`src/rtl/gpi_pkg.sv`:
```
// Shared constants for the general-purpose input peripheral: register
// offsets, default window base and CPU data width.
package gpi_pkg;

  localparam int         DATA_W        = 32;
  localparam logic [9:0] GPI_BASE_ADDR = 10'h3F0;

  typedef enum logic [1:0] {
    GPI_LEVEL = 2'd0,
    GPI_EDGE  = 2'd1,
    GPI_MASK  = 2'd2,
    GPI_RSVD  = 2'd3
  } gpi_reg_e;

endpackage

```
`src/rtl/gpi_periph_if.sv`:
```
// CPU data-port view of the GPI register window: the CPU (master) drives
// address/data/strobes, the peripheral (slave) returns registered read data.
interface gpi_periph_if;
  import gpi_pkg::*;

  logic [9:0]        address;
  logic [DATA_W-1:0] data_in;
  logic [3:0]        width;
  logic              write;
  logic [DATA_W-1:0] data_out;

  modport master (output address, data_in, width, write, input  data_out);
  modport slave  (input  address, data_in, width, write, output data_out);

endinterface

```
`src/rtl/gpi_debounce.sv`:
```
// One input pin: two-flop synchroniser, stability counter and accepted level,
// plus a combinational pulse in the cycle whose edge raises the level.
module gpi_debounce #(
  parameter int DEBOUNCE_CYCLES = 120000
) (
  input  logic clk,
  input  logic rst_n,
  input  logic pin,
  output logic level,
  output logic rise
);

  localparam int             CNT_W    = $clog2(DEBOUNCE_CYCLES) + 1;
  localparam logic [CNT_W-1:0] CNT_LAST = CNT_W'(DEBOUNCE_CYCLES - 1);

  logic             meta;
  logic             sync;
  logic [CNT_W-1:0] cnt;
  logic [CNT_W-1:0] cnt_d;
  logic             level_d;

  // NOTE: every always_comb output gets a default first, so no path can
  // leave it unassigned and infer a latch.
  always_comb begin
    level_d = level;
    cnt_d   = '0;
    if (sync != level) begin
      if (cnt == CNT_LAST) level_d = sync;
      else                 cnt_d   = cnt + CNT_W'(1);
    end
  end

  assign rise = level_d & ~level;

  // NOTE: state flops use non-blocking assignments so every register samples
  // pre-edge values regardless of block ordering.
  always_ff @(posedge clk or negedge rst_n) begin
    if (!rst_n) begin
      meta  <= 1'b0;
      sync  <= 1'b0;
      cnt   <= '0;
      level <= 1'b0;
    end else begin
      meta  <= pin;
      sync  <= meta;
      cnt   <= cnt_d;
      level <= level_d;
    end
  end

endmodule

```
`src/rtl/gpi_periph.sv`:
```
// Memory-mapped GPI peripheral: debounced pin levels, sticky rising-edge
// flags (write-1-to-clear), an interrupt mask and a registered read port.
module gpi_periph
  import gpi_pkg::*;
#(
  parameter logic [9:0] BASE_ADDR       = GPI_BASE_ADDR,
  parameter int         N_PINS          = 8,
  parameter int         DEBOUNCE_CYCLES = 120000
) (
  input  logic              clk,
  input  logic              rst_n,
  input  logic [N_PINS-1:0] pins,
  gpi_periph_if.slave       bus,
  output logic              irq
);

  logic [N_PINS-1:0] level;
  logic [N_PINS-1:0] rise;
  logic [N_PINS-1:0] edge_flags;
  logic [N_PINS-1:0] edge_flags_next;
  logic [N_PINS-1:0] mask;
  logic [N_PINS-1:0] mask_next;
  logic [DATA_W-1:0] rd_data;
  logic              sel;
  logic              wen;
  gpi_reg_e          reg_sel;
  logic              unused_bits;

  for (genvar i = 0; i < N_PINS; i++) begin : g_pin
    gpi_debounce #(.DEBOUNCE_CYCLES(DEBOUNCE_CYCLES)) u_debounce (
      .clk   (clk),
      .rst_n (rst_n),
      .pin   (pins[i]),
      .level (level[i]),
      .rise  (rise[i])
    );
  end

  assign sel     = (bus.address[9:4] == BASE_ADDR[9:4]);
  assign reg_sel = gpi_reg_e'(bus.address[3:2]);
  assign wen     = bus.write && sel && bus.width[0];

  // Rise is OR-ed in after the clear, so a same-cycle W1C cannot lose an edge.
  always_comb begin
    edge_flags_next = edge_flags | rise;
    mask_next       = mask;
    if (wen && reg_sel == GPI_EDGE)
      edge_flags_next = (edge_flags & ~bus.data_in[N_PINS-1:0]) | rise;
    if (wen && reg_sel == GPI_MASK)
      mask_next = bus.data_in[N_PINS-1:0];
  end

  always_comb begin
    rd_data = '0;
    if (sel) begin
      case (reg_sel)
        GPI_LEVEL: rd_data = DATA_W'(level);
        GPI_EDGE:  rd_data = DATA_W'(edge_flags);
        GPI_MASK:  rd_data = DATA_W'(mask);
        default:   rd_data = '0;
      endcase
    end
  end

  always_ff @(posedge clk or negedge rst_n) begin
    if (!rst_n) begin
      edge_flags   <= '0;
      mask         <= '0;
      bus.data_out <= '0;
      irq          <= 1'b0;
    end else begin
      edge_flags   <= edge_flags_next;
      mask         <= mask_next;
      bus.data_out <= rd_data;
      irq          <= |(edge_flags_next & mask_next);
    end
  end

  assign unused_bits = ^{bus.address[1:0], bus.data_in[DATA_W-1:N_PINS], bus.width[3:1]};

endmodule

```
`src/flat_wrapper.sv`:
```
// flat-port wrapper written by rule: the top's interface ports become plain ports
module gpi_periph_flat import gpi_pkg::*;
#(
  parameter logic [9:0] BASE_ADDR       = GPI_BASE_ADDR,
  parameter int         N_PINS          = 8,
  parameter int         DEBOUNCE_CYCLES = 120000
)
  (clk, rst_n, pins, irq, bus_address, bus_data_in, bus_width, bus_write, bus_data_out);
  gpi_periph_if bus_i ();
  input  logic clk;
  input  logic rst_n;
  input  logic [N_PINS-1:0] pins;
  output logic irq;
  input wire logic [$bits(bus_i.address)-1:0] bus_address;
  input wire logic [$bits(bus_i.data_in)-1:0] bus_data_in;
  input wire logic [$bits(bus_i.width)-1:0] bus_width;
  input wire logic [$bits(bus_i.write)-1:0] bus_write;
  output wire logic [$bits(bus_i.data_out)-1:0] bus_data_out;
  assign bus_i.address = bus_address;
  assign bus_i.data_in = bus_data_in;
  assign bus_i.width = bus_width;
  assign bus_i.write = bus_write;
  assign bus_data_out = bus_i.data_out;
  gpi_periph #(.BASE_ADDR(BASE_ADDR), .N_PINS(N_PINS), .DEBOUNCE_CYCLES(DEBOUNCE_CYCLES)) u_core (.clk(clk), .rst_n(rst_n), .pins(pins), .bus(bus_i), .irq(irq));
endmodule
```
`config.mk`:
```
export PLATFORM = sky130hd
export DESIGN_NAME = gpi_periph_flat
export DESIGN_NICKNAME = d
export VERILOG_FILES = /design/src/rtl/gpi_pkg.sv /design/src/rtl/gpi_periph_if.sv /design/src/rtl/gpi_debounce.sv /design/src/rtl/gpi_periph.sv /design/src/flat_wrapper.sv
export SDC_FILE = /design/constraint.sdc
export NUM_CORES = 1
export LEC_CHECK = 0
export CAP_MARGIN = 20
export CORE_MARGIN = 8
export CORE_UTILIZATION = 40
export CTS_CLUSTER_SIZE = 28
export DETAILED_ROUTE_END_ITERATION = 7
export PLACE_DENSITY_LB_ADDON = 0.1
export SLEW_MARGIN = 10
export SYNTH_ARGS = -nofsm -noshare
export SYNTH_HDL_FRONTEND = slang
export SYNTH_SLANG_ARGS = --single-unit
```
`constraint.sdc`:
```
create_clock -name clk -period 1.9 [get_ports clk]
set_clock_uncertainty 0.1 [all_clocks]
set_input_delay 0.38 -clock clk [delete_from_list [all_inputs] [get_ports clk]]
set_output_delay 0.38 -clock clk [all_outputs]
set_load 0.005 [all_outputs]
```
==> results.txt <==
Layout area overhead - 23.5%
Setup CP Type - flop to flop
Outcome - finished, violations left
Total power - 8.81 mW
Commonest non-fill, non-tap cell in the layout - dfrtp_1
Initial Util - 0.405
Post-synth EDFFs - 0
Antenna cell count - 0
Fin crit period - 1.91 ns
RD Place Congestion - 0.746
Layout cell share with drive strength beyond 1 - 0.167
Post-DRT Antenna Nets - 0
Max incr delay on CP - 0.54 ns
Via count - 6266
WP data required - 2.11 ns
1st-iter DRT viols - 319
CTS root buf - clkbuf_16
Layout Nets - 1061
Async set or reset register ratio after synthesis - 1.00
First-pass GRT wire length - 31800 um
Clk sinks - 193
FF+latch count, synth - 193
Core area - 22600 sq um
Worst skew pair latency - 0.43 ns
PortBufs - 36
Area of the multi-input gates - 4280 sq um
TritonRoute pass-1 iters - 7
Critical Path End Type - flop
H-tree levels - 4
Failing checks - negative setup slack
RSZ-0062 raised after global routing - true
Vias in the first global route - 6250
Ys flop type - dfrtp_1
Wire per inst - 14.5 um
CP max FO - 3
TritonCTS clock tree - done
Yosys cell types - 51
Tot GR Track Use - 0.138
CP Data Arrival Time - 2.12 ns
Global route overflow - 0
Reg2reg setup slack - -0.01 ns
Synth Instances - 886
CP Cell Sequence - or4b_1 > or3_4 > nor2_4 > mux2_4
Avg Inst Size Synth - 10.3 sq um
Most frequent cells in the layout - dfrtp_1, nor2_1, xor2_1
Final Hold Viols - 0
Leakage - 4.88 nW
Reg area - 4830 sq um
CP max-delay cell - or4b_1
Fmax - 522 MHz
Final max-slew violation count - 0
Die Ht - 167 um
Hold/Removal Path Class - flop to flop
Inserted Clock Buffers - 17
Initial antenna violation count - 0
Drt total wl - 18700 um
Yosys Warn Count - 0
Hold WS - 0.250 ns
Vias per cell - 4.85
Max-cap violations - 0
Power per cell area - 780 nW/um^2
Dpl hpwl - 13000 um
Register area share after synthesis - 0.528
Clock transition at path regs - 0.07 ns
# fillers - 2075
Row cnt - 55
Top Ports - 90
Setup crit start kind - flop
Final period util - 1.01
VDD IR max - 0.000443 V
Fin worst setup slack - -0.0149 ns
Die area - 28000 sq um
CTS max path bufs - 2
Die span in x - 167 um
# setup viols final - 3
Synthesized area - 9150 sq um
# DRC - 0
Largest net degree at the start of global routing - 43
-- power breakdown --
group | total, mW | internal, mW | switching [mW]
logic | 0.499 | 0.221 | 0.278
registers | 4.24 | 4.18 | 0.0588
clock network | 4.08 | 2.51 | 1.56
total | 8.81 | 6.91 | 1.90
-- kinds of logic (layout without fill, tap and decap cells) --
family,after synthesis,count (layout),synth area share
XOR/XNOR,127,127,0.122
flip-flops,193,193,0.528
AO/OA/AOI/OAI,51,51,0.0362
adder cells (fa/ha/maj),8,8,0.0109
multiplexers,24,24,0.0284
buffers and inverters,60,159,0.0370
AND/OR/NAND/NOR,422,422,0.238
other,1,24,0.000410
-- per-layer routing --
metal	routed length, um	up-vias	global-route usage
li1	-	3192	-
met1	9630	2999	0.197
met2	8350	69	0.206
met3	641	6	0.0353
met4	121	0	0.0303
met5	0	-	0
-- state kept, by name (all words and copies together), names as in the netlist --
name and flops:
u_core.edge_flags 8, u_core.g_pin.u_debounce.level 8, u_core.mask 8, u_core.g_pin.u_debounce.cnt 144
u_core.irq 1, u_core.bus.data_out 8, u_core.g_pin.u_debounce.meta 8, u_core.g_pin.u_debounce.sync 8
-- worst max-delay path, delay by kind of cell (launching register included) --
kind	cells	cell delay [ns]
muxes	1	0.29
DFF	1	0.37
and+or+nand+nor	3	1.04
-- final cells by class --
cell class,instances,share of cell area
multi-input combinational,656,0.379
clock inverter,12,0.0205
timing repair buffer,109,0.0966
sequential,193,0.427
inverter,19,0.00631
clock buffer,19,0.0392
tap,285,0.0316
-- Yosys cell counts, drive strengths merged, types with 5 or more instances --
master | number | area share
clkbuf | 8 | 0.0033
o21ai | 15 | 0.010
xor2 | 64 | 0.061
nor3 | 14 | 0.0077
buf | 33 | 0.026
and3 | 27 | 0.018
ha | 8 | 0.011
a21oi | 17 | 0.0093
and4 | 12 | 0.011
nand3b | 9 | 0.0074
nand3 | 56 | 0.031
dfrtp | 193 | 0.53
mux2i | 8 | 0.0087
o31ai | 15 | 0.013
or3 | 13 | 0.0094
mux2 | 16 | 0.020
inv | 19 | 0.0078
nor4 | 6 | 0.0057
nor2b | 5 | 0.0034
nand2b | 8 | 0.0055
and2 | 8 | 0.0055
xnor2 | 63 | 0.060
nand2 | 35 | 0.014
nand4 | 26 | 0.019
nor2 | 175 | 0.072
-- what timing repair did --
action,CTS,global route
endpoints found under the setup margin,21,81
pin swaps,9,11
endpoints found under the hold margin,38,0
cloned,0,2
setup buffers,1,1
hold buffers,1,0
resized for setup,14,34
-- metrics by stage --
stage	utilization	cells	area (sq um)	setup slack, ns	setup TNS [ns]
floorplan	-	909	9270	-0.0545	-0.0661
finish	0.501	1293	11300	-0.0149	-0.0330
global route	0.501	1293	11300	-0.0636	-2.00
CTS	0.493	1290	11100	-0.0610	-0.701
global placement	0.459	1257	10400	-0.561	-3.64
detailed placement	0.459	1257	10400	-0.576	-3.31
-- final timing paths --
check | endpoint | depth (start not counted) | startpoint
worst max register to register | u_core.g_pin[2].u_debounce.level | 4 | u_core.g_pin[2].u_debounce.cnt[11]
worst min register to register | u_core.g_pin[5].u_debounce.sync | 0 | u_core.g_pin[5].u_debounce.meta
max in group asynchronous | u_core.g_pin[1].u_debounce.cnt[14] | 3 | rst_n
worst max-delay path | u_core.g_pin[2].u_debounce.level | 4 | u_core.g_pin[2].u_debounce.cnt[11]
worst min-delay path | u_core.g_pin[5].u_debounce.sync | 0 | u_core.g_pin[5].u_debounce.meta
min in group asynchronous | u_core.g_pin[6].u_debounce.cnt[13] | 2 | rst_n
Power figures use the tool's default switching activity.
